File: src/rtl/pixel_pkg.sv
// Shared types and constants for the pixel frame collector.
package pixel_pkg;

  typedef enum logic [1:0] {
    IDLE    = 2'd0,
    COLLECT = 2'd1,
    DONE    = 2'd2
  } t_collector_state;

  localparam int DIM_W      = 12;
  localparam int COUNT_W    = 2 * DIM_W;
  localparam int CHECKSUM_W = 32;

  // Order-sensitive mix: rotate left by one, then fold in the new pixel.
  function automatic logic [CHECKSUM_W-1:0] checksum_step(
    input logic [CHECKSUM_W-1:0] sum,
    input logic [CHECKSUM_W-1:0] pixel
  );
    return {sum[CHECKSUM_W-2:0], sum[CHECKSUM_W-1]} ^ pixel;
  endfunction

endpackage

File: src/rtl/pixel_frame_collector_if.sv
// Stream, geometry and status bundle between a pixel source and the collector.
interface pixel_frame_collector_if #(
  parameter int PIXEL_W = 8,
  parameter int DIM_W   = pixel_pkg::DIM_W
);

  logic                 start;
  logic [DIM_W-1:0]     size_x;
  logic [DIM_W-1:0]     size_y;
  logic [PIXEL_W-1:0]   pixel_in;
  logic                 pixel_valid;

  logic [DIM_W-1:0]     x_pos;
  logic [DIM_W-1:0]     y_pos;
  logic                 line_done;
  logic                 frame_done;
  logic                 busy;
  logic [2*DIM_W-1:0]   pixel_count;
  logic [pixel_pkg::CHECKSUM_W-1:0] checksum;
  logic                 overflow;

  modport master (
    output start, size_x, size_y, pixel_in, pixel_valid,
    input  x_pos, y_pos, line_done, frame_done, busy, pixel_count, checksum, overflow
  );

  modport slave (
    input  start, size_x, size_y, pixel_in, pixel_valid,
    output x_pos, y_pos, line_done, frame_done, busy, pixel_count, checksum, overflow
  );

endinterface

File: src/rtl/pixel_coord_counter.sv
// Raster x/y position counter with programmable line length and line count.
module pixel_coord_counter #(
  parameter int DIM_W = 12
) (
  input  logic             clk,
  input  logic             rst,
  input  logic             clear_i,
  input  logic             advance_i,
  input  logic [DIM_W-1:0] size_x_i,
  input  logic [DIM_W-1:0] size_y_i,
  output logic [DIM_W-1:0] x_pos_o,
  output logic [DIM_W-1:0] y_pos_o,
  output logic             line_wrap_o,
  output logic             last_o
);

  logic [DIM_W-1:0] x_q;
  logic [DIM_W-1:0] y_q;
  logic             x_at_end;
  logic             y_at_end;

  assign x_at_end = (x_q == size_x_i - DIM_W'(1));
  assign y_at_end = (y_q == size_y_i - DIM_W'(1));

  assign line_wrap_o = advance_i & x_at_end;
  assign last_o      = x_at_end & y_at_end;
  assign x_pos_o     = x_q;
  assign y_pos_o     = y_q;

  always_ff @(posedge clk) begin
    if (!rst) begin
      x_q <= '0;
      y_q <= '0;
    end else if (clear_i) begin
      x_q <= '0;
      y_q <= '0;
    end else if (advance_i) begin
      if (x_at_end) begin
        x_q <= '0;
        y_q <= y_at_end ? '0 : y_q + DIM_W'(1);
      end else begin
        x_q <= x_q + DIM_W'(1);
      end
    end
  end

endmodule

File: src/rtl/pixel_frame_collector.sv
// Frame sink: tracks pixel position, accumulates a checksum and flags stray pixels.
module pixel_frame_collector #(
  parameter int PIXEL_W = 8,
  parameter int DIM_W   = pixel_pkg::DIM_W
) (
  input logic                     clk,
  input logic                     rst,
  pixel_frame_collector_if.slave  bus
);

  import pixel_pkg::*;

  localparam int CNT_W = 2 * DIM_W;

  t_collector_state        state_q, state_d;
  logic [DIM_W-1:0]        size_x_q, size_x_d;
  logic [DIM_W-1:0]        size_y_q, size_y_d;
  logic [CNT_W-1:0]        count_q, count_d;
  logic [CHECKSUM_W-1:0]   checksum_q, checksum_d;
  logic                    overflow_q, overflow_d;
  logic                    line_done_q, line_done_d;

  logic                    coord_clear;
  logic                    coord_advance;
  logic                    coord_line_wrap;
  logic                    coord_last;
  logic [DIM_W-1:0]        x_pos;
  logic [DIM_W-1:0]        y_pos;
  logic [CNT_W-1:0]        frame_total;
  logic [CNT_W-1:0]        count_inc;

  // Full-width product so large frames never wrap the pixel total.
  assign frame_total = {{DIM_W{1'b0}}, size_x_q} * {{DIM_W{1'b0}}, size_y_q};
  assign count_inc   = count_q + CNT_W'(1);

  pixel_coord_counter #(.DIM_W(DIM_W)) u_coord (
    .clk        (clk),
    .rst        (rst),
    .clear_i    (coord_clear),
    .advance_i  (coord_advance),
    .size_x_i   (size_x_q),
    .size_y_i   (size_y_q),
    .x_pos_o    (x_pos),
    .y_pos_o    (y_pos),
    .line_wrap_o(coord_line_wrap),
    .last_o     (coord_last)
  );

  always_comb begin
    state_d       = state_q;
    size_x_d      = size_x_q;
    size_y_d      = size_y_q;
    count_d       = count_q;
    checksum_d    = checksum_q;
    overflow_d    = overflow_q;
    line_done_d   = 1'b0;
    coord_clear   = 1'b0;
    coord_advance = 1'b0;

    unique case (state_q)
      IDLE: begin
        if (bus.start) begin
          size_x_d    = bus.size_x;
          size_y_d    = bus.size_y;
          count_d     = '0;
          checksum_d  = '0;
          overflow_d  = 1'b0;
          coord_clear = 1'b1;
          state_d     = (bus.size_x == '0 || bus.size_y == '0) ? DONE : COLLECT;
        end
        // A stray pixel in the arming cycle still counts as an error.
        if (bus.pixel_valid) begin
          overflow_d = 1'b1;
        end
      end
      COLLECT: begin
        if (bus.pixel_valid) begin
          coord_advance = 1'b1;
          count_d       = count_inc;
          checksum_d    = checksum_step(checksum_q, CHECKSUM_W'(bus.pixel_in));
          line_done_d   = coord_line_wrap;
          // The coordinate corner and the count total agree for any nonzero geometry.
          if (coord_last && count_inc == frame_total) begin
            state_d = DONE;
          end
        end
      end
      DONE: begin
        state_d = IDLE;
        if (bus.pixel_valid) begin
          overflow_d = 1'b1;
        end
      end
      default: state_d = IDLE;
    endcase
  end

  always_ff @(posedge clk) begin
    if (!rst) begin
      state_q     <= IDLE;
      size_x_q    <= '0;
      size_y_q    <= '0;
      count_q     <= '0;
      checksum_q  <= '0;
      overflow_q  <= 1'b0;
      line_done_q <= 1'b0;
    end else begin
      state_q     <= state_d;
      size_x_q    <= size_x_d;
      size_y_q    <= size_y_d;
      count_q     <= count_d;
      checksum_q  <= checksum_d;
      overflow_q  <= overflow_d;
      line_done_q <= line_done_d;
    end
  end

  assign bus.x_pos       = x_pos;
  assign bus.y_pos       = y_pos;
  assign bus.line_done   = line_done_q;
  assign bus.frame_done  = (state_q == DONE);
  assign bus.busy        = (state_q == COLLECT);
  assign bus.pixel_count = count_q;
  assign bus.checksum    = checksum_q;
  assign bus.overflow    = overflow_q;

endmodule

File: src/flat_wrapper.sv
// flat-port wrapper written by rule: the top's interface ports become plain ports
module pixel_frame_collector_flat import pixel_pkg::*;
#(
  parameter int PIXEL_W = 8,
  parameter int DIM_W   = pixel_pkg::DIM_W
)
  (clk, rst, bus_start, bus_size_x, bus_size_y, bus_pixel_in, bus_pixel_valid, bus_x_pos, bus_y_pos, bus_line_done, bus_frame_done, bus_busy, bus_pixel_count, bus_checksum, bus_overflow);
  pixel_frame_collector_if #(.PIXEL_W(PIXEL_W), .DIM_W(DIM_W)) bus_i ();
  input logic clk;
  input logic rst;
  input wire logic [$bits(bus_i.start)-1:0] bus_start;
  input wire logic [$bits(bus_i.size_x)-1:0] bus_size_x;
  input wire logic [$bits(bus_i.size_y)-1:0] bus_size_y;
  input wire logic [$bits(bus_i.pixel_in)-1:0] bus_pixel_in;
  input wire logic [$bits(bus_i.pixel_valid)-1:0] bus_pixel_valid;
  output wire logic [$bits(bus_i.x_pos)-1:0] bus_x_pos;
  output wire logic [$bits(bus_i.y_pos)-1:0] bus_y_pos;
  output wire logic [$bits(bus_i.line_done)-1:0] bus_line_done;
  output wire logic [$bits(bus_i.frame_done)-1:0] bus_frame_done;
  output wire logic [$bits(bus_i.busy)-1:0] bus_busy;
  output wire logic [$bits(bus_i.pixel_count)-1:0] bus_pixel_count;
  output wire logic [$bits(bus_i.checksum)-1:0] bus_checksum;
  output wire logic [$bits(bus_i.overflow)-1:0] bus_overflow;
  assign bus_i.start = bus_start;
  assign bus_i.size_x = bus_size_x;
  assign bus_i.size_y = bus_size_y;
  assign bus_i.pixel_in = bus_pixel_in;
  assign bus_i.pixel_valid = bus_pixel_valid;
  assign bus_x_pos = bus_i.x_pos;
  assign bus_y_pos = bus_i.y_pos;
  assign bus_line_done = bus_i.line_done;
  assign bus_frame_done = bus_i.frame_done;
  assign bus_busy = bus_i.busy;
  assign bus_pixel_count = bus_i.pixel_count;
  assign bus_checksum = bus_i.checksum;
  assign bus_overflow = bus_i.overflow;
  pixel_frame_collector #(.PIXEL_W(PIXEL_W), .DIM_W(DIM_W)) u_core (.clk(clk), .rst(rst), .bus(bus_i));
endmodule
File: config.mk
export PLATFORM = sky130hd
export DESIGN_NAME = pixel_frame_collector_flat
export DESIGN_NICKNAME = d
export VERILOG_FILES = /design/src/rtl/pixel_pkg.sv /design/src/rtl/pixel_frame_collector_if.sv /design/src/rtl/pixel_coord_counter.sv /design/src/rtl/pixel_frame_collector.sv /design/src/flat_wrapper.sv
export SDC_FILE = /design/constraint.sdc
export NUM_CORES = 1
export LEC_CHECK = 0
export ABC_AREA = 1
export CAP_MARGIN = 20
export CORE_MARGIN = 1.5
export CORE_UTILIZATION = 44
export CTS_CLUSTER_DIAMETER = 30
export CTS_CLUSTER_SIZE = 10
export DETAILED_ROUTE_END_ITERATION = 12
export PLACE_DENSITY_LB_ADDON = 0.12
export SYNTH_ARGS = -nofsm -noshare
export SYNTH_HDL_FRONTEND = slang
export SYNTH_SLANG_ARGS = --single-unit
File: constraint.sdc
create_clock -name clk -period 16.05 [get_ports clk]
set_input_delay 2.4075 -clock clk [delete_from_list [all_inputs] [get_ports clk]]
set_output_delay 2.4075 -clock clk [all_outputs]
set_load 0.02 [all_outputs]
# After elaboration in Yosys (flattened, before gate mapping)
# Cells that the tools add are included.
# W data, S select, Z words.
# totals
register_bits,108
word_cells,64
output_inout_bits,84
inputBits,36
# classes
n_addsub,5
n_eq_ne,10
bitwise_logic,4
n_mul,1
muxes,21
n_reduce_logical,14
# ops
op,count
$mux W32,2
$pmux W32 S2,1
$mux W24,2
$pmux W24 S2,1
$xor A32 B8 Y32,1
$add A12 B1 Y12 const B,2
$add A24 B1 Y24 const B,1
$eq A12 B12 Y1,2
$eq A24 B24 Y1,1
$logic_not A12 Y1,2
$mul A12 B12 Y24,1
$mux W12,2
$sub A12 B1 Y12 const B,2
$reduce_and A3 Y1,4
$mux W2,4
$mux W1,7
$ne A2 B2 Y1 const B,3
$pmux W2 S2,1
$reduce_and A2 Y1,2
$reduce_bool A2 Y1,2
$ne A3 B3 Y1 const B,1
$and A1 B1 Y1,2
$eq A2 B1 Y1 const B,1
$eq A2 B2 Y1 const B,1
7 further kinds,7

# Longest topological paths before layout
# Gate-level depths: netlist of the first run.
# depth
depth_word,7
ltp_mapped,31

# Cells and area by module
# Synthesis of the first run repeated with hierarchy kept, for this count alone.
# unflattened
cells_unflattened,1848
area_unflattened_um2,12066.6
# modules_own_cells
module,cells_per_inst,seq_area_each_um2,area_per_inst_um2,n_inst
pixel_frame_collector,1433,1681.6,9552.9,1
pixel_coord_counter,415,480.5,2513.7,1

# Worst setup path before layout of the first run
# Ideal clock, no wire load.
# synth_timing
kind,register -> register
start,register u_core.size_x_q[4]
end,register u_core.state_q[0]
synth_period_minus_slack_ps,5135
path_slack_ps,10915
t_arrival_ps,5004
stages_incl_launch_ff,26
setup_ps,132
path_buffers,1
path_cell_list,dfxtp_1 clkbuf_1 nand2_1 fa_1 fa_1 fa_1 fa_1 fa_1 inv_1 ha_1 nand2_1 inv_1 a21oi_1 nor2_1 nor2_1 nand2_1 nand2_1 nand2_1 nand2_1 nand2_1 nor2_1 nand2_1 nor2_1 nand3_1 nand2_1 a21oi_1
# synth_via
elab_chain_cells,6
# synth_lines
item,line,rtl
"start, declared",pixel_frame_collector.sv:16,"logic [DIM_W-1:0] size_x_q, size_x_d;"
"start signal, assigned",pixel_frame_collector.sv:109,size_x_q <= size_x_d;
branches (longest 3 deep; another with $mul A12 B12 Y24),--,
$logic_and A1 B1 Y1 (*),pixel_frame_collector.sv:83,if (coord_last && count_inc == frame_total) begin
$ne A2 B1 Y1 (no line) (*),--,
$reduce_and A3 Y1 (no line) (*),--,
"end signal, assigned",pixel_frame_collector.sv:108,state_q <= state_d;
"end, declared",pixel_frame_collector.sv:15,"t_collector_state state_q, state_d;"
# Mark *: on every way between the ends.
# A chain may end at the register's enable or synchronous reset.

# Worst setup path after layout of the first run
# layout_timing
start,register u_core.size_x_q[3]
end,register u_core.state_q[0]
# The elaborated chain is that of the path after synthesis.

==> results.txt, run 1 <==
Status: finished, final reports clean
TritonCTS clock tree: done
Critical Path Stages: 20
Routability cong.: 0.905
Required @ worst endpoint: 16.26 ns
Overflow after GRT: 0
Switch share: 0.413
H-tree Lvls: 3
Area of the multi-input gates: 0.00798 sq mm
CP Buf/Inv Count: 2
Post-CTS Resized: 0
Pint: 0.000512 W
R2R Setup Slk: 10.15 ns
Sequential element share of the synthesized area: 0.188
Peak Freq: 170 MHz
Die width: 165 microns
CTS Buf Count: 9
DR WL met3: 1.80 mm
Post-DP Area: 0.0129 sq mm
Synthesis-to-finish area growth: 15.0%
CP Launch Type: register
Worst Path Max Fanout: 16
Filler cells: 2607
Worst reg2reg endpoint: u_core.state_q[0]
Endpoints failing hold: 0
Pwr dens: 65.7 mW/mm^2
# IOs: 120
WL/cell: 15.0 microns
Met1 WL: 14.6 mm
Die Span Y: 165 microns
Number of synthesized register bits: 108
Main flop type after synthesis: dfxtp_1
Crit-path slowest cell: dfxtp_1
Worst Tran Pin Value: 1.03 ns
Worst Path Arrival: 6.10 ns
Post-CTS repair timing setup buffer count: 0
Fraction of layout cells with a size suffix above 1: 0.0452
Slowest stage delay, CP: 0.91 ns
Critical-path cell list: nand2_1, fa_1, fa_1, fa_1, fa_1, fa_1, inv_1, ha_1, nand2_1, inv_1, a21oi_1, nand2_1, or2_2, nand2_1, xor2_1, nand3_1, nor2_1, nand3_1, nand2_1, a21oi_1
Post-route DRC violation count: 0
Hold Buf Count CTS: 0
Largest delay share family, worst path: adder cells
Syn Inst Count: 1708
Core Region: 0.0259 sq mm
Unrepaired setup endpoints after global routing: false
Final #Nets: 1990
Storage element area: 0.00216 sq mm
Final period util: 0.367
Via count: 10583
Comb power frac: 0.371
Post-route setup TNS: 0 ns
Site row count: 59
Hold Path Class: register to register
Clock transition at path regs: 0.09 ns
Gr usage total: 0.247
Starting Density: 0.445
RR Startpoint: u_core.size_x_q[3]
Crit path to: u_core.state_q[0]
Port Buf Inserts: 119
Vias per cell: 4.97
Num Clock Sinks: 108
Slew HR: 0.313
Antenna-violating nets left: 0
Slew Limit Fails: 0
Largest net degree at the start of global routing: 58
Synth cell types: 49
R2R depth: 20
Clk network pwr share: 0.274
Share of power burned in registers: 0.355
Net Count, Synth: 1911
First-pass GRT wire length: 52.9 mm
Antenna violations before repair: 1
Tmin final: 5.90 ns
CP startpoint: u_core.size_x_q[3]
NetSw: 0.000360 W
VDD IR max: 73.3 uV
WL final: 31.8 mm
Fin Clk Skew: 0.0143 ns
P_leak: 6.19 nW
Clock Tree Buf Depth: 2
Post-Syn Area per Cell: 6.75 sq um
Mapped Area: 0.0115 sq mm
Synth warn: 0
Initial DRC Count: 613
Max-Cap Viols: 0
FFs w/ async S/R, synth: 0
Post-synth EDFFs: 0
Design Area, Final: 0.0133 sq mm
Critical Path End Type: register
Crit Path Class: register to register
Top sig layer: met4
Tot Pwr: 0.000871 W
Setup violations, final: 0
Clk root buf: clkbuf_16
WL met2: 14.7 mm
Detail Placement HPWL: 25.0 mm
Skew-Pair Late Insertion Delay: 0.37 ns
Area of the die: 0.0272 sq mm
Number of global-route vias before repair: 10351
DRT Pass-1 Iters: 5
worst min-delay path by stage:
| stage | from | to | cells past startpoint |
|---|---|---|---|
| after global routing | u_core.bus.checksum[24] | u_core.bus.checksum[24] | 2 |
| after global placement | u_core.bus.overflow | u_core.bus.overflow | 1 |
| final | u_core.bus.checksum[23] | u_core.bus.checksum[23] | 2 |
| after CTS | u_core.bus.checksum[30] | u_core.bus.checksum[30] | 2 |
| after detailed placement | u_core.bus.overflow | u_core.bus.overflow | 1 |
| after floorplan | u_core.size_y_q[11] | u_core.size_y_q[11] | 2 |
layer usage:
metal,track usage,vias up
met5,0,-
met4,0.0766,0
met3,0.0480,43
met2,0.402,252
met1,0.332,4885
li1,-,5403
sequential cells by signal (all words and copies together) (netlist names):
| register | count |
|---|---|
| u_core.bus.checksum | 32 |
| u_core.size_y_q | 12 |
| u_core.bus.line_done | 1 |
| u_core.u_coord.x_pos_o | 12 |
| u_core.state_q | 2 |
| u_core.size_x_q | 12 |
| u_core.u_coord.y_pos_o | 12 |
| u_core.bus.overflow | 1 |
| u_core.bus.pixel_count | 24 |
cells by family after synthesis:
family                     count (synthesis)  synth area share
DFF                                      108             0.188
xor gates and xnor gates                  58            0.0478
adders and majority gates                167             0.246
buffers and inverters                    363             0.120
AOI/OAI and AO/OA                        160            0.0721
and+or+nand+nor                          852             0.326
metrics by stage:
step / util / hold slack, ns / setup slack [ns] / instances
2_1_floorplan: - / 0.481 / 10.91 / 1708
3_3_place_gp: 0.499 / 0.462 / 10.28 / 2111
3_5_place_dp: 0.499 / 0.468 / 10.19 / 2111
4_1_cts: 0.512 / 0.484 / 10.17 / 2127
5_1_grt: 0.512 / 0.501 / 9.71 / 2127
6_report: 0.512 / 0.481 / 10.15 / 2128
cells in the mapped netlist (all sizes together), types with 4 or more instances:
cell / n / area [sq um]
a21oi: 112 / 564
fa: 100 / 2000
dfxtp: 108 / 2160
xnor2: 19 / 174
ha: 67 / 838
or2: 5 / 31.3
o21ai: 38 / 190
xor2: 37 / 332
nor3: 19 / 111
nor3b: 4 / 35.0
nor4: 9 / 56.3
and2: 5 / 33.8
nand4: 19 / 125
o21bai: 4 / 30.0
nand3b: 17 / 128
inv: 307 / 1150
nand2: 569 / 2190
nand3: 94 / 498
clkbuf: 48 / 180
nor2: 110 / 547
buf: 6 / 42.5
worst reg2reg max path, delay by kind of cell, from the launching register on:
| kind | cells | cell delay [ns] |
|---|---|---|
| adders and majority gates | 6 | 3.06 |
| DFF | 1 | 0.91 |
| xor gates and xnor gates | 1 | 0.20 |
| and+or+nand+nor | 9 | 1.29 |
| AOI/OAI and AO/OA | 2 | 0.18 |
| buffers and inverters | 2 | 0.12 |
cells in the final DEF (no fill, tap or decap), drive strengths merged:
cell and count:
o21ai 38, dfxtp 108, fa 100, o2111ai 1, o22ai 1, xnor3 2
a21oi 112, nand4 19, a211oi 1, clkdlybuf4s50 119, ha 67, nor2 110
o21a 1, and2 5, inv 310, buf 3, clkbuf 9, nor3 19
xnor2 19, xor2 37, nor2b 1, nor3b 4, clkinv 6, nor4 9
nand3 94, nand2 569, or2 5, o21bai 4, diode 1, a31oi 1
a32o 1, nand3b 17
layout make-up:
class                      instances  area share
antenna                            1    0.000189
clock buffer                       9      0.0170
sequential                       108       0.163
tap                              335      0.0316
multi-input combinational       1237       0.602
timing repair buffer             122      0.0915
clock inverter                     7     0.00689
inverter                         309      0.0879
power groups by stage:
stage	registers [W]	clock network, W	logic (W)
detailed placement	0.000315	0	0.000321
floorplan	0.000290	0	0.000254
finish	0.000310	0.000239	0.000323
global placement	0.000315	0	0.000320
CTS	0.000309	0.000247	0.000325
global route	0.000312	0.000256	0.000371
(Power assumes the default switching activity.)
==> inputs of run 2 (changes only) <==
Clock period 16.05 ns to 6.1 ns, I/O delays scaled along.
==> run 2 against run 1 <==
Non-clock buffer count up 16. Clock-buffer cell count unchanged. Largest cell class unchanged. Utilization rose by 0.46 points. Sequential power rose to 2.6 times the previous value.
==> results.txt, run 2 (same netlist as run 1, synthesis figures left out) <==
Final setup margin: 0.468 ns (-9.69 ns)
Largest net degree at the start of global routing: 58 (unchanged)
Required @ worst endpoint: 6.30 ns (-9.96 ns)
Hold Path Class: register to register
CP Launch Type: register
Worst Path Max Fanout: 14 (-2)
Met2 Usage GRT: 0.405 (+0.00363)
Largest register FFs: 32 (unchanged)
Die Span Y: 165 microns (unchanged)
M1 GR Usage: 0.333 (+0.00168)
Max-Cap Viols: 0 (unchanged)
Area of the die: 0.0272 sq mm (unchanged)
Vias per cell: 5.03 (+1.2%)
Post-route DRC violation count: 0 (unchanged)
Grt peak-use layer: met2
Port Buf Inserts: 119 (unchanged)
Worst Path Arrival: 5.84 ns (-0.26 ns)
Hold Buf Count CTS: 0 (unchanged)
WL final: 32.5 mm (+2.2%)
Endpoints failing hold: 0 (unchanged)
Overflow after GRT: 0 (unchanged)
Detail Placement HPWL: 25.8 mm (+3.2%)
Post-CTS Resized: 0 (unchanged)
Met3 usage in global routing: 0.0404 (-0.00753)
Site row count: 59 (unchanged)
Skew-Pair Late Insertion Delay: 0.37 ns (about the same)
Initial DRC Count: 700 (+14%)
Die width: 165 microns (unchanged)
Clock transition at path regs: 0.09 ns (about the same)
P_leak: 6.28 nW (+1.3%)
First-pass GRT wire length: 52.7 mm (-0.25%)
Final period util: 0.923 (+0.556)
Gr usage total: 0.249 (+0.00167)
Num Clock Sinks: 108 (unchanged)
Post-CTS repair timing setup buffer count: 0 (unchanged)
TritonCTS clock tree: done
Peak Freq: 178 MHz (+4.7%)
Antenna-violating nets left: 0 (unchanged)
Worst Tran Pin Value: 1.07 ns (+0.0406 ns)
Final #Nets: 2006 (+0.80%)
Fin Clk Skew: 0.0177 ns (+0.00340 ns)
Setup violations, final: 0 (unchanged)
RR Startpoint: u_core.size_x_q[4]
Number of global-route vias before repair: 10313 (-0.37%)
# IOs: 120 (unchanged)
Critical Path End Type: register
Via count: 10786 (+1.9%)
Commonest non-fill, non-tap cell in the layout: nand2_1
Slew Limit Fails: 0 (unchanged)
Most frequent cells in the layout: 553 x nand2_1, 296 x inv_1, 119 x clkdlybuf4s50_1
WL/cell: 15.2 microns (+1.4%)
Synthesis-to-finish area growth: 16.0%
Status: finished, final reports clean
VDD IR max: 135 uV (+84%)
Clk root buf: clkbuf_16
Post-route setup TNS: 0 ns (unchanged)
Antenna violations before repair: 1 (unchanged)
CP startpoint: u_core.size_x_q[4]
H-tree Lvls: 3 (unchanged)
HP Start: u_core.bus.checksum[17]
DRT Pass-1 Iters: 5 (unchanged)
Pwr dens: 173 mW/mm^2 (+160%)
Core Region: 0.0259 sq mm (unchanged)
Clock Tree Buf Depth: 2 (unchanged)
Slew HR: 0.285 (-0.0281)
Crit Path Class: register to register
Place WS: 0.494 ns (-9.69 ns)
CTS Buf Count: 9 (unchanged)
Routability cong.: 0.911 (+0.70%)
Fraction of layout cells with a size suffix above 1: 0.0537 (+0.00845)
Tmin final: 5.63 ns (-0.263 ns)
Unrepaired setup endpoints after global routing: false
Starting Density: 0.445 (unchanged)
[run 2: changes by cell type in the layout (fill, tap and decap cells not counted)]
| cell | change |
|---|---|
| buf_4 | +16 |
| clkinv_8 | +1 |
| inv_12 | -1 |
[run 2: report_power, final]
group          internal, W  switching (W)
combinational     0.000337       0.000555
sequential        0.000725      0.0000682
clock             0.000296       0.000333
total              0.00136       0.000956
[run 2: worst paths after layout]
path | cells past startpoint | end | slack [ns]
worst max-delay path | 20 | u_core.state_q[0] | 0.47
worst min-delay path | 2 | u_core.bus.checksum[17] | 0.48
worst max register to register | 20 | u_core.state_q[0] | 0.47
worst min register to register | 2 | u_core.bus.checksum[17] | 0.48
[run 2: routing by layer]
layer	wire length, microns	part of all wire	vias to the layer above
met5	0	0	-
met4	982	0.030	0
met3	1810	0.056	59
met2	14900	0.46	290
met1	14800	0.45	5012
li1	-	-	5425
[run 2: per-stage QoR]
| step | area [sq um] | util | instances | hold slack (ns) | power, W |
|---|---|---|---|---|---|
| finish | 13400 | 0.516 | 2144 | 0.482 | 0.00231 |
| global route | 13400 | 0.516 | 2143 | 0.497 | 0.00248 |
| detailed placement | 13100 | 0.504 | 2127 | 0.466 | 0.00170 |
| CTS | 13400 | 0.516 | 2143 | 0.486 | 0.00233 |
| floorplan | 11500 | - | 1708 | 0.481 | 0.00143 |
| global placement | 13100 | 0.504 | 2127 | 0.461 | 0.00169 |
[run 2: final cells by class]
class	count	area, sq um
fillers	2611	12500
inverters	309	1160
repair buffers	138	1330
diodes	1	2.50
clock inverters	7	91.3
multi-input cells	1237	7980
flip-flops and latches	108	2160
well taps	335	419
clock buffers	9	225
[run 2: worst max-delay path, stage by stage (launching register included)]
cell and delay, ns:
dfxtp_1 0.75, nand2_1 0.18, fa_1 0.56, fa_1 0.45
fa_1 0.54, fa_1 0.53, fa_1 0.56, inv_1 0.05
ha_1 0.35, nand2_1 0.13, inv_1 0.05, a21oi_1 0.13
nand2_1 0.11, or2_2 0.29, nand2_1 0.07, xor2_1 0.20
nand3_1 0.12, nor2_1 0.12, nand3_1 0.13, nand2_1 0.08
a21oi_1 0.05
==> inputs of run 3 (changes only) <==
Settings changed: CTS_CLUSTER_DIAMETER 30 to not set, HOLD_SLACK_MARGIN set to 0.05.
==> results of run 3 <==
No change in the layout: final DEF, timing and power equal those of run 2.
